--- config.mk ---
export PLATFORM = sky130hd
export DESIGN_NAME = uart_tx
export DESIGN_NICKNAME = d
export VERILOG_FILES = /design/src/rtl/uart_pkg.sv /design/src/rtl/uart_baud_cnt.sv /design/src/rtl/uart_tx.sv
export SDC_FILE = /design/constraint.sdc
export NUM_CORES = 1
export LEC_CHECK = 0
export BUFFER_PORTS_ARGS = -buffer_cell sky130_fd_sc_hd__buf_4
export CORE_ASPECT_RATIO = 0.8
export CORE_UTILIZATION = 39
export CTS_CLUSTER_SIZE = 12
export DETAILED_ROUTE_END_ITERATION = 8
export GPL_ROUTABILITY_DRIVEN = 0
export HOLD_SLACK_MARGIN = 0.1
export PLACE_DENSITY = 0.56
export SLEW_MARGIN = 25
export SYNTH_ARGS = -nofsm -noshare
export SYNTH_HDL_FRONTEND = slang
export SYNTH_SLANG_ARGS = --single-unit
--- constraint.sdc ---
create_clock -name clk -period 1.9 [get_ports clk]
set_input_delay 0.57 -clock clk [delete_from_list [all_inputs] [get_ports clk]]
set_output_delay 0.57 -clock clk [all_outputs]
set_load 0.02 [all_outputs]
--- src/rtl/uart_pkg.sv ---
// Shared UART definitions: frame FSM states, parity encodings and timing helpers.
// Imported by both the transmit and receive paths.
package uart_pkg;

    typedef enum logic [2:0] {
        ST_IDLE,
        ST_START,
        ST_DATA,
        ST_PARITY,
        ST_STOP
    } uart_state_e;

    localparam int PAR_NONE = 0;
    localparam int PAR_ODD  = 1;
    localparam int PAR_EVEN = 2;

    localparam int MAX_DATA_BITS = 8;
    localparam int BIT_IDX_W     = 3;

    function automatic int calc_clks_per_bit(input int clk_freq, input int baud);
        return clk_freq / baud;
    endfunction

    // Even parity makes the total count of ones (data plus parity bit) even.
    function automatic logic calc_parity(input logic [MAX_DATA_BITS-1:0] data,
                                         input int data_bits,
                                         input int parity);
        logic x;
        x = 1'b0;
        for (int i = 0; i < MAX_DATA_BITS; i++) begin
            if (i < data_bits) begin
                x = x ^ data[i];
            end
        end
        return (parity == PAR_ODD) ? ~x : x;
    endfunction

endpackage

--- src/rtl/uart_baud_cnt.sv ---
// Bit-period counter: counts 0..CLKS_PER_BIT-1 while enabled and strobes bit_end
// on the final count. Shared between the UART transmitter and receiver.
module uart_baud_cnt
    import uart_pkg::*;
#(
    parameter int CLKS_PER_BIT = 4,
    parameter int CNT_W        = $clog2(CLKS_PER_BIT)
) (
    input  logic             clk,
    input  logic             reset,
    input  logic             clear,
    input  logic             enable,
    output logic [CNT_W-1:0] count,
    output logic             bit_end
);

    logic [CNT_W-1:0] count_q;
    logic [CNT_W-1:0] count_d;

    assign bit_end = enable && !clear && (count_q == CNT_W'(CLKS_PER_BIT - 1));
    assign count   = count_q;

    always_comb begin
        count_d = count_q;
        if (clear) begin
            count_d = '0;
        end else if (enable) begin
            count_d = bit_end ? '0 : count_q + CNT_W'(1);
        end
    end

    always_ff @(posedge clk or posedge reset) begin
        if (reset) begin
            count_q <= '0;
        end else begin
            count_q <= count_d;
        end
    end

endmodule

--- src/rtl/uart_tx.sv ---
// UART transmitter: accepts one word per valid/ready handshake and serialises it
// as start, LSB-first data, optional parity and one or two stop bits.
module uart_tx
    import uart_pkg::*;
#(
    parameter int CLK_FREQ     = 100_000_000,
    parameter int BAUD         = 9600,
    parameter int CLKS_PER_BIT = calc_clks_per_bit(CLK_FREQ, BAUD),
    parameter int DATA_BITS    = 8,
    parameter int PARITY       = PAR_NONE,
    parameter int STOP_BITS    = 1
) (
    input  logic                 clk,
    input  logic                 reset,
    input  logic [DATA_BITS-1:0] tx_data,
    input  logic                 tx_valid,
    output logic                 tx_ready,
    output logic                 TX,
    output logic                 tx_busy,
    output logic                 tx_done
);

    localparam int CNT_W = $clog2(CLKS_PER_BIT);

    uart_state_e              state_q, state_d;
    logic                     tx_q, tx_d;
    logic                     done_q, done_d;
    logic [DATA_BITS-1:0]     shift_q, shift_d;
    logic                     par_q, par_d;
    logic [BIT_IDX_W-1:0]     bit_idx_q, bit_idx_d;

    logic                     baud_clear;
    logic                     baud_en;
    logic                     bit_end;
    logic                     last_cycle;
    logic [CNT_W-1:0]         baud_count;
    logic [MAX_DATA_BITS-1:0] data_ext;

    assign baud_clear = (state_q == ST_IDLE);
    assign baud_en    = (state_q != ST_IDLE);

    uart_baud_cnt #(
        .CLKS_PER_BIT(CLKS_PER_BIT),
        .CNT_W       (CNT_W)
    ) u_baud_cnt (
        .clk    (clk),
        .reset  (reset),
        .clear  (baud_clear),
        .enable (baud_en),
        .count  (baud_count),
        .bit_end(bit_end)
    );

    // tx_done is registered, so it is raised one cycle early to land on the last stop cycle.
    assign last_cycle = (baud_count == CNT_W'(CLKS_PER_BIT - 2));

    assign tx_ready = (state_q == ST_IDLE) && !reset;
    assign tx_busy  = (state_q != ST_IDLE);
    assign TX       = tx_q;
    assign tx_done  = done_q;

    always_comb begin
        data_ext                   = '0;
        data_ext[DATA_BITS-1:0]    = tx_data;
    end

    always_comb begin
        state_d   = state_q;
        tx_d      = tx_q;
        done_d    = 1'b0;
        shift_d   = shift_q;
        par_d     = par_q;
        bit_idx_d = bit_idx_q;

        case (state_q)
            ST_IDLE: begin
                tx_d = 1'b1;
                if (tx_valid && tx_ready) begin
                    state_d   = ST_START;
                    tx_d      = 1'b0;
                    shift_d   = tx_data;
                    par_d     = calc_parity(data_ext, DATA_BITS, PARITY);
                    bit_idx_d = '0;
                end
            end

            ST_START: begin
                if (bit_end) begin
                    state_d   = ST_DATA;
                    tx_d      = shift_q[0];
                    bit_idx_d = '0;
                end
            end

            ST_DATA: begin
                if (bit_end) begin
                    shift_d = shift_q >> 1;
                    if (bit_idx_q == BIT_IDX_W'(DATA_BITS - 1)) begin
                        bit_idx_d = '0;
                        if (PARITY != PAR_NONE) begin
                            state_d = ST_PARITY;
                            tx_d    = par_q;
                        end else begin
                            state_d = ST_STOP;
                            tx_d    = 1'b1;
                        end
                    end else begin
                        bit_idx_d = bit_idx_q + BIT_IDX_W'(1);
                        tx_d      = shift_q[1];
                    end
                end
            end

            ST_PARITY: begin
                if (bit_end) begin
                    state_d   = ST_STOP;
                    tx_d      = 1'b1;
                    bit_idx_d = '0;
                end
            end

            ST_STOP: begin
                tx_d   = 1'b1;
                done_d = last_cycle && (bit_idx_q == BIT_IDX_W'(STOP_BITS - 1));
                if (bit_end) begin
                    if (bit_idx_q == BIT_IDX_W'(STOP_BITS - 1)) begin
                        state_d   = ST_IDLE;
                        bit_idx_d = '0;
                    end else begin
                        bit_idx_d = bit_idx_q + BIT_IDX_W'(1);
                    end
                end
            end

            default: begin
                state_d = ST_IDLE;
                tx_d    = 1'b1;
            end
        endcase
    end

    always_ff @(posedge clk or posedge reset) begin
        if (reset) begin
            state_q   <= ST_IDLE;
            tx_q      <= 1'b1;
            done_q    <= 1'b0;
            shift_q   <= '0;
            par_q     <= 1'b0;
            bit_idx_q <= '0;
        end else begin
            state_q   <= state_d;
            tx_q      <= tx_d;
            done_q    <= done_d;
            shift_q   <= shift_d;
            par_q     <= par_d;
            bit_idx_q <= bit_idx_d;
        end
    end

endmodule

==> run summary <==
Clock Path Buffers: 2
Chip height: 58.4 um
Largest net degree at the start of global routing: 19
Drt drc: 0
Max incr delay on CP: 0.43 ns
Drt first pass iters: 4
Critical Path Sink Type: flop
Die span in x: 72.5 um
Crit path capture: bit_idx_q[0]
Filler instances: 371
Per-cell routed wire length: 13.4 um
Pleak: 0.909 nW
Status: complete, no violations
Sw Pwr: 0.541 mW
R2R depth: 5
Simple-Gate Fraction of Synth Area: 26.4%
Setup violations, final: 0
Starting Density: 40.8%
Met3 usage: 4.11%
Sw Share: 30.6%
Clock latency on the worst-skew pair: 0.29 ns
Synth Area in XOR/XNOR: 6.78%
Avg Vias per Cell: 5.10
FF-to-FF End: bit_idx_q[0]
Final Critical Period: 1.90 ns
Pint: 1.23 mW
Seq/Total Area, Yosys: 48.5%
Part of the power in combinational logic: 22.3%
Post-Syn Instances: 161
Boundary pin count: 15
Synthesized Nets: 177
Core area: 3800 sq um
Routed WL: 3390 um
Worst-Margin Slew: 0.425 ns
YS warnings: 0
Via count: 1284
Critical path depth in cells: 5
PortBufs: 14
Met2 Resource Use GR: 26.4%
Period Utilization, post-route: 100%
DP Wirelength: 2460 um
Synth Area in Adders: 4.04%
Tot GR Track Use: 17.8%
Slowest-stage cell, CP: dfrtp_1
Synth Area in Compound Gates: 9.20%
Worst R2R Start: u_baud_cnt.count[8]
Buf/Inv on CP: 0
Min-delay worst type: in2async
Syn_area_per_cell: 9.63 sq um
Max Clock Skew: 0.00427 ns
Critical Path AT: 2.08 ns
Share of cells above drive strength 1: 28.4%
CP cell instances: nor4b_4 > nand2_1 > nor4b_2 > o31a_2 > mux2_2
CTS clk-pin slew, worst paths: 0.07 ns
Clock share of power: 30.7%
R2R Setup Slk: 0.00008 ns
Fin cells: 252
Critical Path Start: u_baud_cnt.count[8]
CTS tree: done
Cell family with the largest share of critical-path delay: simple AND/OR/NAND/NOR gates
Die ar.: 4230 sq um
CTS buffer count: 5
Mux contribution to synthesized area: 2.10%
VDD IR max: 0.466 mV
Inst Count DP: 243
Grt ovf: 0
Number of diodes: 0
Maximum clock rate: 0.526 GHz
First-pass GRT wire length: 5550 um
Hold buffer count at cts: 0
Root Driver: clkbuf_8
Hold Vio Cnt, Final: 0
Initial antenna violation count: 0
Pwr dens: 899 nW/um^2
WP data required: 2.08 ns
GRT Max-Usage Layer: met2
Vias in the first global route: 1247
Netlist cell types: 37
Nets@finish: 212
CP Launch Type: flop
M1 GR Usage: 24.4%
Max_cap viols: 0
Flop pwr share: 47.1%
Critical path class: reg2reg
H-tree Lvls: 2
Max-slew violations: 0
Synthesized area: 1550 sq um
Iter 0 DRT Violations: 135
Std-Cell Rows: 20
TritonCTS Sinks: 30
Relative max-transition margin: 71.6%
Area grow syn2layout: 26.9%
Synthesized flop and latch total: 30
Main combinational cell family by area after synthesis: simple AND/OR/NAND/NOR gates
Detail Route Antenna Nets: 0
Final Util: 51.7%
Unrepaired setup endpoints after global routing: true
CP Max Fanout: 4
Overall Power: 1.77 mW
worst min-delay path, delay by kind of cell:
| kind | cells | cell delay, ns |
|---|---|---|
| buf+inv | 3 | 0.41 |
worst min path at each step:
stage,to,cells past startpoint,startpoint
floorplan,shift_q[0],2,shift_q[0]
global placement,shift_q[2],2,shift_q[2]
detailed placement,shift_q[0],2,shift_q[0]
CTS,shift_q[1],3,reset
global route,shift_q[5],3,reset
finish,shift_q[1],3,reset
layout by cell type (no fill, tap or decap), types with 3 or more instances in the layout:
cell type and instances:
xnor2_1 8, ha_1 5, xor2_1 4, nor2_1 34
nand3_1 9, nand2_1 7, clkbuf_8 6, and3_1 6
nor2b_1 3, inv_1 7, o21ai_0 4, buf_4 32
o22ai_1 7, dfrtp_1 28
kinds of logic after synthesis:
kind of cell | Yosys count
compound gates | 21
xor+xnor | 12
fa+ha+maj | 5
buf+inv | 12
flops | 30
mux | 3
simple gates | 78
repair_timing:
item | CTS | global route
resized for setup | 1 | 4
pin swaps | 0 | 5
hold endpoints to repair | 0 | 0
endpoints found under the setup margin | 1 | 7
setup buffers | 0 | 1
registers in the layout, indices dropped and copies added, names as in the netlist:
| name | cells |
|---|---|
| u_baud_cnt.count | 14 |
| TX | 1 |
| tx_done | 1 |
| bit_idx_q | 3 |
| shift_q | 8 |
| state_q | 3 |
Yosys cell counts:
cell type   n  area, sq um
o41ai_1     1         8.76
a211o_1     1         8.76
nand2b_1    2         12.5
dfstp_2     1         26.3
inv_1       8         30.0
and4bb_2    1         12.5
o31ai_1     1         7.51
mux2i_1     1         10.0
o2111ai_1   1         8.76
nand3_1     9         45.0
nor2_1     34          128
and3_1      6         37.5
mux2_2      2         22.5
or2_2       1         6.26
o31a_2      1         10.0
nor4_1      1         6.26
clkbuf_1    3         11.3
nand4_1     2         12.5
nor4b_1     1         8.76
o21ai_0     5         25.0
o21bai_1    1         7.51
nor4b_4     1         23.8
dfrtp_1    29          726
xor2_1      4         35.0
nor2b_1     3         18.8
o22ai_1     7         43.8
buf_2       1         5.00
and2_1      1         6.26
ha_1        5         62.6
or3_1       2         12.5
o31ai_2     1         12.5
xnor2_1     8         70.1
nand2_1     8         30.0
nor3_1      4         20.0
nand4_4     1         21.3
a21oi_1     2         10.0
nor3b_1     1         7.51
per-stage QoR:
step	area [sq um]	TNS, ns	hold slack (ns)	setup WS [ns]
finish	1970	0	0.332	0.0000753
global route	1970	-0.167	0.361	-0.0835
CTS	1950	0	0.332	0.00292
detailed placement	1850	0	0.485	0.0123
global placement	1850	0	0.478	0.0579
floorplan	1560	-0.203	0.461	-0.0976
power by group through the flow:
stage	logic, mW	registers [mW]	clock network (mW)
6_report	0.394	0.832	0.542
5_1_grt	0.441	0.849	0.581
4_1_cts	0.394	0.834	0.557
3_5_place_dp	0.391	0.846	0
3_3_place_gp	0.378	0.839	0
2_1_floorplan	0.229	0.843	0
metal layers:
metal,up-vias,share of wire [%]
li1,622,-
met1,625,49
met2,32,45
met3,5,4.9
met4,0,1.7
met5,-,0
layout make-up:
class | instances | area [sq um] | share of cell area [%]
Multi-Input combinational cell | 119 | 776 | 39.4
Sequential cell | 30 | 753 | 38.3
Timing Repair Buffer | 32 | 240 | 12.2
Clock buffer | 6 | 82.6 | 4.20
Tap cell | 55 | 68.8 | 3.50
Inverter | 8 | 33.8 | 1.72
Clock inverter | 2 | 12.5 | 0.636
Note: power is estimated with default switching activity, not from simulation.
